**src/rtl/rwt_adc_capture_ctrl.sv**
```systemverilog
// ADC burst capture sequencer: gates registered ADC samples into the async FIFO write port.
// States: IDLE wait for start | ARM wait for trigger | CAPTURE count burst samples | GAP inter-burst idle | DONE 1-cycle done
module rwt_adc_capture_ctrl #(
  parameter int DATA_WIDTH = 68,
  parameter int CNT_WIDTH  = 16
) (
  input  logic                  adc_clk,
  input  logic                  adc_rst,
  input  logic                  cfg_start,
  input  logic                  cfg_stop,
  input  logic [CNT_WIDTH-1:0]  cfg_burst_len,
  input  logic [CNT_WIDTH-1:0]  cfg_burst_count,
  input  logic [CNT_WIDTH-1:0]  cfg_gap_len,
  input  logic                  cfg_use_trigger,
  input  logic                  trigger,
  input  logic                  s_valid,
  input  logic [DATA_WIDTH-1:0] s_data,
  input  logic                  m_ready,
  output logic                  m_valid,
  output logic [DATA_WIDTH-1:0] m_data,
  output logic                  m_last,
  output logic                  busy,
  output logic                  done,
  output logic                  overflow,
  output logic [CNT_WIDTH-1:0]  overflow_count
);

  localparam logic [2:0] ST_IDLE    = 3'd0;
  localparam logic [2:0] ST_ARM     = 3'd1;
  localparam logic [2:0] ST_CAPTURE = 3'd2;
  localparam logic [2:0] ST_GAP     = 3'd3;
  localparam logic [2:0] ST_DONE    = 3'd4;

  logic [2:0]            r_state;
  logic [CNT_WIDTH-1:0]  r_len_m1;
  logic [CNT_WIDTH-1:0]  r_gap;
  logic                  r_cont;
  logic [CNT_WIDTH-1:0]  r_smp_left;
  logic [CNT_WIDTH-1:0]  r_burst_left;
  logic [CNT_WIDTH-1:0]  r_gap_left;
  logic                  r_m_valid;
  logic [DATA_WIDTH-1:0] r_m_data;
  logic                  r_m_last;
  logic                  r_overflow;
  logic [CNT_WIDTH-1:0]  r_ovf_cnt;

  logic                  w_accept;
  logic                  w_burst_end;
  logic                  w_final;
  logic [CNT_WIDTH-1:0]  w_len_m1;

  // Dropped samples still count toward the burst so timing stays locked to the ADC.
  assign w_accept    = (r_state == ST_CAPTURE) && s_valid && !cfg_stop;
  assign w_burst_end = w_accept && (r_smp_left == '0);
  assign w_final     = w_burst_end && !r_cont && (r_burst_left == '0);
  assign w_len_m1    = (cfg_burst_len == '0) ? '0 : cfg_burst_len - 1'b1;

  always_ff @(posedge adc_clk) begin
    if (adc_rst) begin
      r_state      <= ST_IDLE;
      r_len_m1     <= '0;
      r_gap        <= '0;
      r_cont       <= 1'b0;
      r_smp_left   <= '0;
      r_burst_left <= '0;
      r_gap_left   <= '0;
      r_m_valid    <= 1'b0;
      r_m_data     <= '0;
      r_m_last     <= 1'b0;
      r_overflow   <= 1'b0;
      r_ovf_cnt    <= '0;
    end else begin
      r_m_valid <= w_accept && m_ready;
      r_m_last  <= w_burst_end && m_ready;
      if (w_accept && m_ready) r_m_data <= s_data;
      if (w_accept && !m_ready) begin
        r_overflow <= 1'b1;
        if (r_ovf_cnt != '1) r_ovf_cnt <= r_ovf_cnt + 1'b1;
      end

      if (cfg_stop) begin
        r_state <= ST_IDLE;
      end else begin
        case (r_state)
          ST_IDLE: begin
            if (cfg_start) begin
              r_len_m1     <= w_len_m1;
              r_gap        <= cfg_gap_len;
              r_cont       <= (cfg_burst_count == '0);
              r_burst_left <= cfg_burst_count - 1'b1;
              r_smp_left   <= w_len_m1;
              r_overflow   <= 1'b0;
              r_ovf_cnt    <= '0;
              r_state      <= cfg_use_trigger ? ST_ARM : ST_CAPTURE;
            end
          end
          ST_ARM: begin
            if (trigger) r_state <= ST_CAPTURE;
          end
          ST_CAPTURE: begin
            if (w_accept) begin
              if (r_smp_left == '0) begin
                r_smp_left <= r_len_m1;
                if (w_final) begin
                  r_state <= ST_DONE;
                end else begin
                  if (!r_cont) r_burst_left <= r_burst_left - 1'b1;
                  if (r_gap != '0) begin
                    r_gap_left <= r_gap - 1'b1;
                    r_state    <= ST_GAP;
                  end
                end
              end else begin
                r_smp_left <= r_smp_left - 1'b1;
              end
            end
          end
          ST_GAP: begin
            if (r_gap_left == '0) r_state <= ST_CAPTURE;
            else r_gap_left <= r_gap_left - 1'b1;
          end
          ST_DONE: r_state <= ST_IDLE;
          default: r_state <= ST_IDLE;
        endcase
      end
    end
  end

  assign m_valid        = r_m_valid;
  assign m_data         = r_m_data;
  assign m_last         = r_m_last;
  assign busy           = (r_state != ST_IDLE);
  assign done           = (r_state == ST_DONE);
  assign overflow       = r_overflow;
  assign overflow_count = r_ovf_cnt;

endmodule
```
**config.mk**
```make
export PLATFORM = sky130hd
export DESIGN_NAME = rwt_adc_capture_ctrl
export DESIGN_NICKNAME = d
export VERILOG_FILES = /design/src/rtl/rwt_adc_capture_ctrl.sv
export SDC_FILE = /design/constraint.sdc
export NUM_CORES = 1
export LEC_CHECK = 0
export ABC_AREA = 1
export BUFFER_PORTS_ARGS = -buffer_cell sky130_fd_sc_hd__buf_2
export CAP_MARGIN = 10
export CORE_ASPECT_RATIO = 1.25
export CORE_MARGIN = 2
export CORE_UTILIZATION = 49
export CTS_BUF_LIST = sky130_fd_sc_hd__clkbuf_4
export DETAILED_ROUTE_END_ITERATION = 10
export PLACE_DENSITY = 0.8
export SLEW_MARGIN = 20
export SYNTH_ARGS = -nofsm -noshare
export SYNTH_HDL_FRONTEND = slang
export SYNTH_SLANG_ARGS = --single-unit
export TNS_END_PERCENT = 30
```
**constraint.sdc**
```tcl
create_clock -name adc_clk -period 5.39 [get_ports adc_clk]
set_input_delay 0.539 -clock adc_clk [delete_from_list [all_inputs] [get_ports adc_clk]]
set_output_delay 0.539 -clock adc_clk [all_outputs]
set_load 0.02 [all_outputs]
```
==> run_results.csv <==
group,metric,value,unit
grt,met1_usage,0.291,
route,wl,25800,µm
grt,busiest_layer,"met2",
synthesis,synth_area_leaders,"dfxtp_1 (37%), nand2_1 (14%), nor2_1 (13%)",
synthesis,synth_compound_area_frac,0.123,
timing,fmax,311,MHz
grt,antenna_found_initial,2,
power,max-vdd-ir-drop,144,µV
clocking,clk-insertion-delay-late,590,ps
critical_path,path_class,"reg2reg",
clocking,cts_post_setup_buffers_inserted,0,
route,drt_iter0_drc,470,
floorplanning,rows,56,
grt,grt_pass1_wl,41300,µm
final_layout,areaGrowthSynthToFinish,15.0,%
clocking,cts_root_buf,"clkbuf_4",
timing,tightest_slew,994,ps
power,cellPowerDensity,265,nW/µm²
grt,globalRouteMet3Util,0.0574,
synthesis,yosysWarnings,0,
timing,fin_tns_setup,0,ps
clocking,holdBufCountCts,0,
critical_path,reg2reg_from,"r_state[1]$_SDFFE_PP0P_",
critical_path,required,5860,ps
grt,grt_util_met2,0.459,
synthesis,syn_inst,1450,
floorplanning,die_y,157,µm
route,routed-via-count,9696,
final_layout,mostFrequentLayoutCells,"nand2_1 (341), nor2_1 (330), buf_2 (212)",
route,wl_per_cell,13.8,µm
timing,whs,143,ps
place,post-dp-hpwl,18900,µm
hold_path,min_path_cells,3,
synthesis,synth_fp_nets,1580,
clocking,clock_path_buffers,2,
timing,setup_viol,0,
place,io_buffers,212,
final_layout,fin_area,10600,µm²
final_layout,mostFrequentLayoutCell,"nand2_1",
synthesis,ys_types,38,
route,antenna_left,0,
clocking,cts_sinks,171,
synthesis,netlist.area_leader.share,0.372,
timing,fin_crit,3220,ps
route,viasPerCell,5.17,
synthesis,synth_top_family_by_area,"simple AND/OR/NAND/NOR gates",
synthesis,synth-xor-area-share,0.0314,
route,drt_first_pass_iters,6,
route,drc_errors,0,
timing,hold_viol,0,
timing,rsz0062_at_grt,"no",
floorplanning,die_area,19900,µm²
floorplanning,core-area,18600,µm²
synthesis,yosysTopAreaCell,"dfxtp_1",
critical_path,rrSetupSlack,2170,ps
final_layout,fin_nets,1758,
grt,gr-usage-all-layers,0.253,
critical_path,worstPathMaxFanout,46,
synthesis,synthMuxAreaShare,0,
clocking,cts_max_level,4,
place,gp_congestion,0.914,
synthesis,async_reset_ff_frac,0,
hold_path,worstHoldStart,"cfg_gap_len[11]",
job,maxCapViolCount,0,
floorplanning,die_w,127,µm
clocking,cts_made_buffers,17,
synthesis,syn_area_per_cell,6.35,µm²
critical_path,end_kind,"register",
critical_path,critPathLaunchType,"register",
synthesis,synthesis.area,9200,µm²
critical_path,cp.arrival,3690,ps
synthesis,synthSimpleGateAreaFrac,0.371,
critical_path,r2r-end,"r_burst_left[15]$_SDFFE_PP0P_",
final_layout,fillers,1853,
hold_path,min_path_type,"in2reg",
floorplanning,initial_core_util,0.496,
clocking,postCtsResizedCells,0,
outcome,status,"completed",
critical_path,startpoint,"r_state[1]$_SDFFE_PP0P_",
timing,finalCritPeriodShare,0.597,
critical_path,worstRegToRegCells,11,
synthesis,synthAdderAreaFrac,0.00816,
grt,grt_pass1_vias,8999,
synthesis,synth-seq-cells,171,
timing,slew_headroom,0.337,
hold_path,whs_endpoint,"r_gap[11]$_SDFFE_PP0P_",
power,power.leakage,5.39,nW
clocking,cts_tree,"done",
final_layout,drive_above_1_share,0.175,
floorplanning,io_pins,213,
grt,gr-total-overflow,0,
timing,skew,25.5,ps
synthesis,synth_edf_count,0,
synthesis,synthFlopType,"dfxtp_1",
timing,report.final.slew_viol_count,0,
clocking,cts.clk_slew.worst_paths,180,ps
grt,grt_max_degree,107,
synthesis,ys_seq_area_frac,0.372,
place,place_area,10300,µm²
## logic make-up after synthesis
logic type | count (synthesis)
buffers and inverters | 204
AO/OA/AOI/OAI | 213
AND/OR/NAND/NOR | 823
flip-flops | 171
XOR/XNOR | 33
adder cells (fa/ha/maj) | 6
## Yosys cell counts, drive strengths merged (4+ instances only)
library cell,n
o22ai,8
nand2,346
a31oi,6
o21ai,156
inv,147
nand3,76
or2,4
nor3,18
a21oi,31
buf,30
nor2,346
nand4,25
clkbuf,27
xnor2,11
dfxtp,171
ha,6
xor2,22
## layer usage
layer,wire [µm],up-vias
met3,1860,37
met1,10700,4374
met4,587,0
li1,-,4948
met5,0,-
met2,12700,337
## registers in the layout, indices dropped and copies added, names as in the netlist
signal and flops:
m_last 1, overflow 1, r_state 3, m_valid 1
r_cont 1, r_gap 16, r_smp_left 16, r_gap_left 16
overflow_count 16, r_len_m1 16, r_burst_left 16, m_data 68
## per-stage QoR
stage / util / worst slack, ps / instances / power, mW
6_report: 0.570 / 2170 / 1875 / 2.80
5_1_grt: 0.570 / 1910 / 1875 / 2.95
4_1_cts: 0.570 / 2270 / 1873 / 2.81
2_1_floorplan: - / 3500 / 1450 / 1.87
3_5_place_dp: 0.554 / 2270 / 1841 / 2.05
3_3_place_gp: 0.553 / 2170 / 1841 / 2.04
## worst max-delay path by stage
stage | to | cells after the start
after global placement | m_data[12]$_SDFFE_PP0P_ | 8
final | r_burst_left[15]$_SDFFE_PP0P_ | 11
after global routing | r_gap_left[10]$_SDFFE_PP0P_ | 10
after floorplan | r_gap_left[14]$_SDFFE_PP0P_ | 12
after CTS | r_burst_left[15]$_SDFFE_PP0P_ | 11
after detailed placement | r_burst_left[4]$_SDFFE_PP0P_ | 11
## layout make-up
class | count | area (µm²) | area share
Antenna cell | 2 | 5.00 | 0.000473
Clock buffer | 18 | 135 | 0.0128
Clock inverter | 14 | 163 | 0.0154
Inverter | 147 | 554 | 0.0524
Multi-Input combinational cell | 1075 | 4920 | 0.465
Sequential cell | 171 | 3420 | 0.324
Tap cell | 232 | 290 | 0.0274
Timing Repair Buffer | 216 | 1090 | 0.103
## power breakdown
group	internal [mW]	switching [mW]
clock	0.227	0.538
sequential	1.32	0.0494
combinational	0.227	0.433
## worst max-delay path: stages (launching register included)
cell and delay [ps]:
dfxtp_1 910, nand2_4 480, inv_1 690, nand2_1 110
nand2_1 120, inv_1 70, nand2_1 90, inv_1 40
nand3_1 370, nand2_1 90, nand2_1 80, nor2_1 50
Power figures use the tool's default switching activity.
